File: src/rtl/tank_gfx_pkg.sv
// rtl/tank_gfx_pkg.sv - shared constants and types for the tank sprite pipeline
//
// Purpose: colour key, default sprite size and heading encoding shared by the
//          tank, turret and shell sprite fetch stages.
// Ports:   none (package).

package tank_gfx_pkg;

  // ROM colour treated as "no pixel" (palette index 0).
  localparam logic [23:0] TRANSPARENT_KEY = 24'hFF0000;

  // Default sprite edge in pixels; must be a power of 2.
  localparam int SPRITE_W_DEFAULT = 32;

  typedef enum logic [1:0] {
    DIR_UP    = 2'd0,
    DIR_RIGHT = 2'd1,
    DIR_DOWN  = 2'd2,
    DIR_LEFT  = 2'd3
  } tank_dir_t;

endpackage

File: src/rtl/tank_sprite_rotate.sv
// rtl/tank_sprite_rotate.sv - maps sprite-local coordinates to rotated ROM row/column
//
// Purpose: combinational rotation of a local (row ly, col lx) inside a square
//          sprite into the source (row r, col c) of the upright ROM image.
// Ports:
//   lx   in   LW  local column inside the sprite
//   ly   in   LW  local row inside the sprite
//   dir  in   2   heading (tank_dir_t encoding)
//   r    out  LW  source row in the ROM image
//   c    out  LW  source column in the ROM image

module tank_sprite_rotate
  import tank_gfx_pkg::*;
#(
  parameter int SPRITE_W = SPRITE_W_DEFAULT,
  parameter int LW       = $clog2(SPRITE_W)
) (
  input  logic [LW-1:0] lx,
  input  logic [LW-1:0] ly,
  input  logic [1:0]    dir,
  output logic [LW-1:0] r,
  output logic [LW-1:0] c
);

  // SPRITE_W is a power of 2, so (SPRITE_W-1) - v is simply ~v in LW bits.
  always_comb begin
    r = ly;
    c = lx;
    case (tank_dir_t'(dir))
      DIR_UP: begin
        r = ly;
        c = lx;
      end
      DIR_RIGHT: begin
        r = ~lx;
        c = ly;
      end
      DIR_DOWN: begin
        r = ~ly;
        c = ~lx;
      end
      DIR_LEFT: begin
        r = lx;
        c = ~ly;
      end
      default: begin
        r = ly;
        c = lx;
      end
    endcase
  end

endmodule

File: src/rtl/tank_sprite_fetch.sv
// rtl/tank_sprite_fetch.sv - per-pixel tank sprite address generation and colour keying
//
// Purpose: turns the VGA beam position into a rotated sprite ROM address, then
//          keys the ROM colour and emits a pixel aligned 3 clocks after DrawX/DrawY.
//          Tank position/heading/alive are sampled once per frame on frame_start.
// Ports:
//   Clk, Reset_n          clock, asynchronous active-low reset
//   frame_start           one-cycle pulse, latches the *_in inputs
//   tank_x_in/tank_y_in   sprite top-left corner (10 bit each)
//   tank_dir_in           heading, tank_dir_t encoding
//   tank_alive_in         0 = sprite hidden
//   DrawX, DrawY          current beam position (10 bit each)
//   read_address          ROM address (ADDR_W bits)
//   rom_data              ROM colour, registered one clock after read_address
//   pixel_valid           opaque sprite pixel for the beam position 3 clocks ago
//   pixel_rgb             sprite colour when pixel_valid, else 0

module tank_sprite_fetch
  import tank_gfx_pkg::*;
#(
  parameter int SPRITE_W  = SPRITE_W_DEFAULT,
  parameter int ADDR_W    = 19,
  parameter int BASE_ADDR = 0
) (
  input  logic              Clk,
  input  logic              Reset_n,
  input  logic              frame_start,
  input  logic [9:0]        tank_x_in,
  input  logic [9:0]        tank_y_in,
  input  logic [1:0]        tank_dir_in,
  input  logic              tank_alive_in,
  input  logic [9:0]        DrawX,
  input  logic [9:0]        DrawY,
  output logic [ADDR_W-1:0] read_address,
  input  logic [23:0]       rom_data,
  output logic              pixel_valid,
  output logic [23:0]       pixel_rgb
);

  localparam int LW = $clog2(SPRITE_W);

  // Per-frame tank state
  logic [9:0]        x_q, x_d;
  logic [9:0]        y_q, y_d;
  logic [1:0]        dir_q, dir_d;
  logic              alive_q, alive_d;

  // Pipeline state
  logic [ADDR_W-1:0] addr_q, addr_d;
  logic              hit1_q, hit1_d;
  logic              hit2_q, hit2_d;
  logic              valid_q, valid_d;
  logic [23:0]       rgb_q, rgb_d;

  // Stage 0 signals
  logic [10:0]       lx, ly;
  logic              hit0;
  logic [LW-1:0]     src_r, src_c;
  logic              opaque;

  // Zero-extended 11-bit differences: a negative result sets the top bit, so
  // "0 <= d < SPRITE_W" reduces to all bits above LW being clear.
  assign lx   = {1'b0, DrawX} - {1'b0, x_q};
  assign ly   = {1'b0, DrawY} - {1'b0, y_q};
  assign hit0 = alive_q & (lx[10:LW] == '0) & (ly[10:LW] == '0);

  tank_sprite_rotate #(
    .SPRITE_W (SPRITE_W)
  ) u_rotate (
    .lx  (lx[LW-1:0]),
    .ly  (ly[LW-1:0]),
    .dir (dir_q),
    .r   (src_r),
    .c   (src_c)
  );

  // Frame latch: the pixel sampled in the frame_start cycle still sees the old
  // values because the comb path reads the _q side.
  always_comb begin
    x_d     = x_q;
    y_d     = y_q;
    dir_d   = dir_q;
    alive_d = alive_q;
    if (frame_start) begin
      x_d     = tank_x_in;
      y_d     = tank_y_in;
      dir_d   = tank_dir_in;
      alive_d = tank_alive_in;
    end
  end

  always_comb begin
    // r*SPRITE_W + c is the concatenation {r, c} since SPRITE_W = 2**LW.
    addr_d  = hit0 ? (ADDR_W'(BASE_ADDR) + ADDR_W'({src_r, src_c})) : '0;
    hit1_d  = hit0;
    // rom_data lines up with hit2_q: both are one clock behind read_address.
    hit2_d  = hit1_q;
    opaque  = hit2_q & (rom_data != TRANSPARENT_KEY);
    valid_d = opaque;
    rgb_d   = opaque ? rom_data : 24'h000000;
  end

  always_ff @(posedge Clk or negedge Reset_n) begin
    if (!Reset_n) begin
      x_q     <= '0;
      y_q     <= '0;
      dir_q   <= '0;
      alive_q <= 1'b0;
      addr_q  <= '0;
      hit1_q  <= 1'b0;
      hit2_q  <= 1'b0;
      valid_q <= 1'b0;
      rgb_q   <= '0;
    end else begin
      x_q     <= x_d;
      y_q     <= y_d;
      dir_q   <= dir_d;
      alive_q <= alive_d;
      addr_q  <= addr_d;
      hit1_q  <= hit1_d;
      hit2_q  <= hit2_d;
      valid_q <= valid_d;
      rgb_q   <= rgb_d;
    end
  end

  assign read_address = addr_q;
  assign pixel_valid  = valid_q;
  assign pixel_rgb    = rgb_q;

endmodule

File: config.mk
export PLATFORM = sky130hd
export DESIGN_NAME = tank_sprite_fetch
export DESIGN_NICKNAME = d
export VERILOG_FILES = /design/src/rtl/tank_gfx_pkg.sv /design/src/rtl/tank_sprite_rotate.sv /design/src/rtl/tank_sprite_fetch.sv
export SDC_FILE = /design/constraint.sdc
export NUM_CORES = 1
export LEC_CHECK = 0
export BUFFER_PORTS_ARGS = -buffer_cell sky130_fd_sc_hd__buf_2
export CAP_MARGIN = 20
export CORE_ASPECT_RATIO = 1.75
export CORE_MARGIN = 3
export CORE_UTILIZATION = 46
export DETAILED_ROUTE_END_ITERATION = 8
export GPL_TIMING_DRIVEN = 0
export PLACE_DENSITY = 0.74
export REMOVE_ABC_BUFFERS = 1
export SETUP_SLACK_MARGIN = 0.15
export SLEW_MARGIN = 20
export SYNTH_ARGS = -nofsm -noshare
export SYNTH_HDL_FRONTEND = slang
export SYNTH_SLANG_ARGS = --single-unit
export TNS_END_PERCENT = 30
File: constraint.sdc
create_clock -name Clk -period 3.1 [get_ports Clk]
set_clock_uncertainty 0.15 [all_clocks]
set_input_delay 0.62 -clock Clk [delete_from_list [all_inputs] [get_ports Clk]]
set_output_delay 0.62 -clock Clk [all_outputs]
set_load 0.005 [all_outputs]
# After elaboration in Yosys (flattened, before gate mapping)
# Cells that the tools add are included.
[word_totals]
register_bits = 60
in_bits = 70
out_inout_bits = 44
elab_cells = 27
[classes]
addsub = 2
n_eq_ne = 4
muxes = 4
n_bitwise = 5
n_reduce_logical = 3
[op_table]
columns = ["cell", "n"]
rows = [
  ["$pmux W5 S4", 2],
  ["$mux W24", 1],
  ["$ne A24 B24 Y1 const B", 1],
  ["$sub A10 B10 Y11", 2],
  ["$logic_not A6 Y1", 2],
  ["$mux W10", 1],
  ["$not A5 Y5", 2],
  ["$eq A2 B2 Y1 const B", 2],
  ["$and A1 B1 Y1", 3],
  ["$eq A2 B1 Y1 const B", 1],
  ["$logic_not A2 Y1", 1],
]

# Depth between registers and ports, before layout
[logic_depth]
depth_word = 5
ltp_mapped = 11
mapped_depth_nobuf = 10

# Modules after synthesis
# Synthesis repeated with hierarchy kept, for this count alone.
[unflattened]
hier_cells = 343
hier_area_um2 = 3462.1
[modules_own_cells]
columns = ["mod", "instances", "cells_per_inst", "area_per_inst_um2", "seq_area_each_um2"]
rows = [
  ["tank_sprite_fetch", 1, 316, 3254.4, 1501.4],
  ["tank_sprite_rotate", 1, 27, 207.7, 0.0],
]

# Worst setup path before layout
# No wires, ideal clock.
[synth_path]
path_kind = "input port to flip-flop"
start = "input port DrawY[0]"
end = "register addr_q[8], in the netlist read_address[8]"
setup_ps = 94
arrival_ps = 3004
required_time_ps = 2856
path_slack_ps = -148
path_stages = 11
path_buffers = 1
cell_sequence = "inv_1 -> ha_1 -> inv_1 -> fa_1 -> a21o_1 -> nand4_1 -> o221ai_1 -> or4b_1 -> or4_4 -> buf_6 -> nor4b_4"
[synth_via]
elab_chain_cells = 4
word_cells_on_any_way = 6
cone_classes = "add/sub: 1; mux: 2; bitwise: 2; reduce/logical: 1"
[synth_rtl]
columns = ["element", "line_no", "text"]
rows = [
  ["start: declaration", "tank_sprite_fetch.sv:33", "input logic [9:0] DrawY,"],
  ["$sub A10 B10 Y11 (*)", "tank_sprite_fetch.sv:64", "assign ly = {1'b0, DrawY} - {1'b0, y_q};"],
  ["$logic_not A6 Y1 or $not A5 Y5 (tied branches)", "tank_sprite_fetch.sv:65, tank_sprite_rotate.sv:39", ""],
  ["$and A1 B1 Y1 or $pmux W5 S4 (tied branches)", "tank_sprite_fetch.sv:65, tank_sprite_rotate.sv:29", ""],
  ["$mux W10 (*)", "tank_sprite_fetch.sv:94", "addr_d = hit0 ? (ADDR_W'(BASE_ADDR) + ADDR_W'({src_r, src_c})) : '0;"],
  ["net addr_d[8]", "tank_sprite_fetch.sv:49", "logic [ADDR_W-1:0] addr_q, addr_d;"],
  ["end signal: assignment", "tank_sprite_fetch.sv:119", "addr_q <= addr_d;"],
  ["end: declaration", "tank_sprite_fetch.sv:49", ""],
]
# Mark *: on every way through the listed nets, which the timed path passes. The rest lies on a longest branch.
# A chain may end at the register's enable or synchronous reset.

# Worst setup path in the final report
[layout_path]
start = "input port DrawY[0]"
end = "register addr_q[6], in the netlist read_address[6]"
# The elaborated chain is that of the path after synthesis.

==> metrics.txt <==
# TYPE chip_impl_metric gauge
chip_impl_metric{name="clkSinkCount",unit=""} 60
chip_impl_metric{name="report.final.setup_viol",unit=""} 0
chip_impl_metric{name="power.share.sequential",unit="%"} 33.6
chip_impl_metric{name="rr_worst_depth",unit=""} 13
chip_impl_metric{name="power_density",unit="mW/mm²"} 550.4
chip_impl_metric{name="synth_cell_type_count",unit=""} 56
chip_impl_metric{name="initial_drt_pass_iterations",unit=""} 4
chip_impl_metric{name="grt-ovfl-total",unit=""} 0
chip_impl_metric{name="finalCriticalPeriod",unit="ps"} 2993
chip_impl_metric{name="syn-instance-count",unit=""} 339
chip_impl_metric{name="mappedNetlistArea",unit="mm²"} 0.003383
chip_impl_info{name="critPathLaunchType",value="input port"} 1
chip_impl_metric{name="number_of_antenna_violations_at_the_first_check_in_global_routing",unit=""} 0
chip_impl_metric{name="design.portCount",unit=""} 114
chip_impl_info{name="rr_startpoint",value="y_q[0]"} 1
chip_impl_metric{name="post-route-period-util",unit="%"} 96.54
chip_impl_metric{name="max-cap-violations",unit=""} 0
chip_impl_metric{name="layout.cells.non_filler",unit=""} 542
chip_impl_metric{name="postSynthAreaPerCell",unit="µm²"} 9.980
chip_impl_metric{name="grt.total_usage",unit="%"} 19.62
chip_impl_info{name="mostFrequentLayoutCell",value="sky130_fd_sc_hd__buf_2"} 1
chip_impl_info{name="timing.hold.worst_endpoint",value="hit2_q"} 1
chip_impl_metric{name="die_h",unit="µm"} 119.5
chip_impl_info{name="worstHoldPathType",value="register to register"} 1
chip_impl_info{name="run_status",value="finished, final reports clean"} 1
chip_impl_info{name="cts_tree",value="yes"} 1
chip_impl_metric{name="r2r_setup_slack",unit="ps"} 130
chip_impl_metric{name="place.detailed.hpwl",unit="mm"} 5.589
chip_impl_metric{name="ys_ff_latch",unit=""} 60
chip_impl_metric{name="post-synth-top-area-fraction",unit="%"} 44.38
chip_impl_info{name="crit_type",value="input port to register"} 1
chip_impl_metric{name="power.net_switching",unit="mW"} 0.6552
chip_impl_metric{name="fin_nets",unit=""} 545
chip_impl_metric{name="seq_total_area_yosys",unit="%"} 44.38
chip_impl_info{name="synth.top_cells.by_area",value="sky130_fd_sc_hd__dfrtp_1 (44%), sky130_fd_sc_hd__ha_1 (7.4%), sky130_fd_sc_hd__and2_1 (4.4%)"} 1
chip_impl_metric{name="peakVddDrop",unit="mV"} 0.3203
chip_impl_metric{name="core-area",unit="mm²"} 0.007007
chip_impl_info{name="worst_setup_path_end_kind",value="register"} 1
chip_impl_metric{name="slew-limit-headroom",unit="%"} 50.15
chip_impl_metric{name="route.final.wire_length",unit="mm"} 8.088
chip_impl_metric{name="detail_route.drc_violations",unit=""} 0
chip_impl_metric{name="fraction_of_power_spent_switching_nets",unit="%"} 26.41
chip_impl_metric{name="grt_max_degree",unit=""} 61
chip_impl_metric{name="pwr-share-clk",unit="%"} 44.7
chip_impl_metric{name="vias",unit=""} 2896
chip_impl_metric{name="cp.arrival",unit="ps"} 3080
chip_impl_metric{name="cp.required",unit="ps"} 3190
chip_impl_metric{name="combinational_share_of_power",unit="%"} 21.7
chip_impl_metric{name="layout-drive-gt1-share",unit="%"} 36.03
chip_impl_metric{name="n_diodes",unit=""} 0
chip_impl_metric{name="syn_to_final_growth",unit="%"} 33.21
chip_impl_metric{name="report.final.slew_viol_count",unit=""} 0
chip_impl_metric{name="cell_internal_pwr",unit="mW"} 1.825
chip_impl_metric{name="grt_pass1_vias",unit=""} 2878
chip_impl_metric{name="gp_congestion",unit=""} 0.8930
chip_impl_metric{name="die_width",unit="µm"} 70.83
chip_impl_metric{name="clk-insertion-delay-late",unit="ps"} 330
chip_impl_info{name="yosys_most_used_dff",value="sky130_fd_sc_hd__dfrtp_1"} 1
chip_impl_info{name="setup_repair_after_global_routing_missed_its_margin",value="yes"} 1
chip_impl_metric{name="worst_hold_slack",unit="ps"} 199.7
chip_impl_metric{name="drt_iter0_markers",unit=""} 103
chip_impl_metric{name="power_leakage",unit="nW"} 2.322
chip_impl_metric{name="die-area",unit="mm²"} 0.008461
chip_impl_metric{name="fmax",unit="GHz"} 0.3341
chip_impl_metric{name="number_of_levels_in_the_clock_h_tree",unit=""} 3
chip_impl_info{name="worst_hold_startpoint",value="hit1_q"} 1
chip_impl_info{name="slowest_stage",value="sky130_fd_sc_hd__or4_4"} 1
chip_impl_metric{name="total_of_buffers_placed_on_input_and_output_ports",unit=""} 104
chip_impl_metric{name="first_pass_grt_wire_length",unit="mm"} 13.05
chip_impl_metric{name="cts-root-to-sink-buffers",unit=""} 2
chip_impl_info{name="most-common-layout-cells",value="sky130_fd_sc_hd__buf_2 (102), sky130_fd_sc_hd__dfrtp_1 (60), sky130_fd_sc_hd__o21ai_0 (28)"} 1
chip_impl_info{name="startpoint",value="DrawY[0]"} 1
chip_impl_metric{name="synth-edff-count",unit=""} 0
chip_impl_metric{name="cts_hold_buffers",unit=""} 0
chip_impl_metric{name="timing.final.hold_violations",unit=""} 0
chip_impl_metric{name="core.rowCount",unit=""} 40
chip_impl_metric{name="clk_pin_slew",unit="ps"} 50
chip_impl_metric{name="tns",unit="ps"} 0
chip_impl_metric{name="hold_path_depth",unit=""} 0
chip_impl_metric{name="route.detailed.wl_per_inst",unit="µm"} 14.92
chip_impl_info{name="cts-root-buf",value="sky130_fd_sc_hd__clkbuf_16"} 1
chip_impl_metric{name="post_drt_via_cell_ratio",unit=""} 5.343
chip_impl_metric{name="asyncSetResetFlopFracSynth",unit="%"} 100.0
chip_impl_metric{name="place_inst",unit=""} 513
chip_impl_metric{name="worst_pin_slew",unit="ps"} 747.8
chip_impl_metric{name="cp_max_fo",unit=""} 8
chip_impl_metric{name="initial_utilization",unit="%"} 48.29
chip_impl_metric{name="cp_slowest_stage_delay",unit="ps"} 560
chip_impl_info{name="critical_path.cell_chain",value="buf_6 -> inv_4 -> ha_4 -> inv_2 -> fa_2 -> a21o_1 -> nand4_1 -> o221ai_1 -> or4b_1 -> or4_4 -> buf_12 -> nor3_4"} 1
chip_impl_info{name="yosys.area.top_type",value="sky130_fd_sc_hd__dfrtp_1"} 1
chip_impl_metric{name="yosysWarnings",unit=""} 0
chip_impl_info{name="crit-reg2reg-capture",value="read_address[3]"} 1
chip_impl_metric{name="antenna_left",unit=""} 0
chip_impl_metric{name="tritoncts.num_buffers",unit=""} 9
## power groups by stage
stage / clock, mW / sequential [mW] / combinational, mW
after detailed placement: 0 / 0.845 / 0.466
after CTS: 1.14 / 0.833 / 0.497
after floorplan: 0 / 0.840 / 0.328
after global routing: 1.17 / 0.837 / 0.601
final: 1.11 / 0.833 / 0.537
after global placement: 0 / 0.844 / 0.452
## critical path: cells and delay by family
family | cells | cell delay, ps
simple gates | 4 | 1350
buf+inv | 4 | 360
fa+ha+maj | 2 | 470
compound gates | 2 | 290
## synth_stat cells, drive strengths merged (4+ instances only)
master  count
a21o        6
a21oi      11
and2       24
buf        16
clkbuf      6
dfrtp      60
ha         20
inv        29
mux2        6
mux2i       9
nand2      25
nand4       6
nor2        9
nor3       13
nor4        4
nor4b       4
o21ai      28
xnor2       6
xor2        7
## metal layers
| metal | GRT usage (%) | vias up | share of wire, % |
|---|---|---|---|
| li1 | - | 1396 | - |
| met1 | 20.51 | 1359 | 35 |
| met2 | 35.23 | 120 | 55 |
| met3 | 5.659 | 21 | 7.0 |
| met4 | 9.059 | 0 | 3.1 |
| met5 | 0 | - | 0 |
## state kept, by name, indices dropped and copies added, names as in the netlist
name	cells
y_q	10
pixel_rgb	24
read_address	10
dir_q	2
x_q	10
hit2_q	1
alive_q	1
hit1_q	1
pixel_valid	1
## timing repair
item / 4_1_cts / 5_1_grt
setup buffers: 9 / 4
endpoints found under the setup margin: 11 / 11
pin swaps: 16 / 13
gates resized for setup: 18 / 18
## metrics by stage
stage                     setup slack (ps)  total power [mW]  cell area [µm²]  util (%)
after floorplan                     -126.4             1.168             3277         -
after global placement              -433.0             1.296             3902     55.70
after detailed placement            -473.2             1.312             3905     55.73
after CTS                            102.4             2.467             4397     62.75
after global routing                 46.59             2.612             4507     64.32
final                                107.3             2.480             4507     64.32
## cell families (layout without fill, tap and decap cells)
kind of cell | Yosys count | after routing | synth area share, %
buf+inv | 51 | 162 | 7.248
simple gates | 104 | 104 | 17.57
xor+xnor | 13 | 13 | 3.365
compound gates | 73 | 73 | 14.09
flops | 60 | 60 | 44.38
fa+ha+maj | 22 | 22 | 8.580
mux | 15 | 15 | 4.660
other cells | 1 | 9 | 0.1108
## cell type report
cell class | count | area [µm²]
tap | 84 | 105.1
sequential | 60 | 1501
timing repair buffer | 117 | 661.9
clock buffer | 13 | 270.3
clock inverter | 3 | 67.56
fill | 589 | 2500
multi-input combinational | 236 | 1789
inverter | 29 | 111.4
## worst max path at each step
| stage | endpoint | slack [ps] | cells past startpoint |
|---|---|---|---|
| floorplan | read_address[3] | -130 | 10 |
| global placement | read_address[3] | -430 | 11 |
| detailed placement | read_address[3] | -470 | 11 |
| CTS | read_address[5] | 100 | 10 |
| global route | read_address[6] | 50 | 14 |
| finish | read_address[6] | 110 | 12 |
Note: power is estimated with default switching activity, not from simulation.
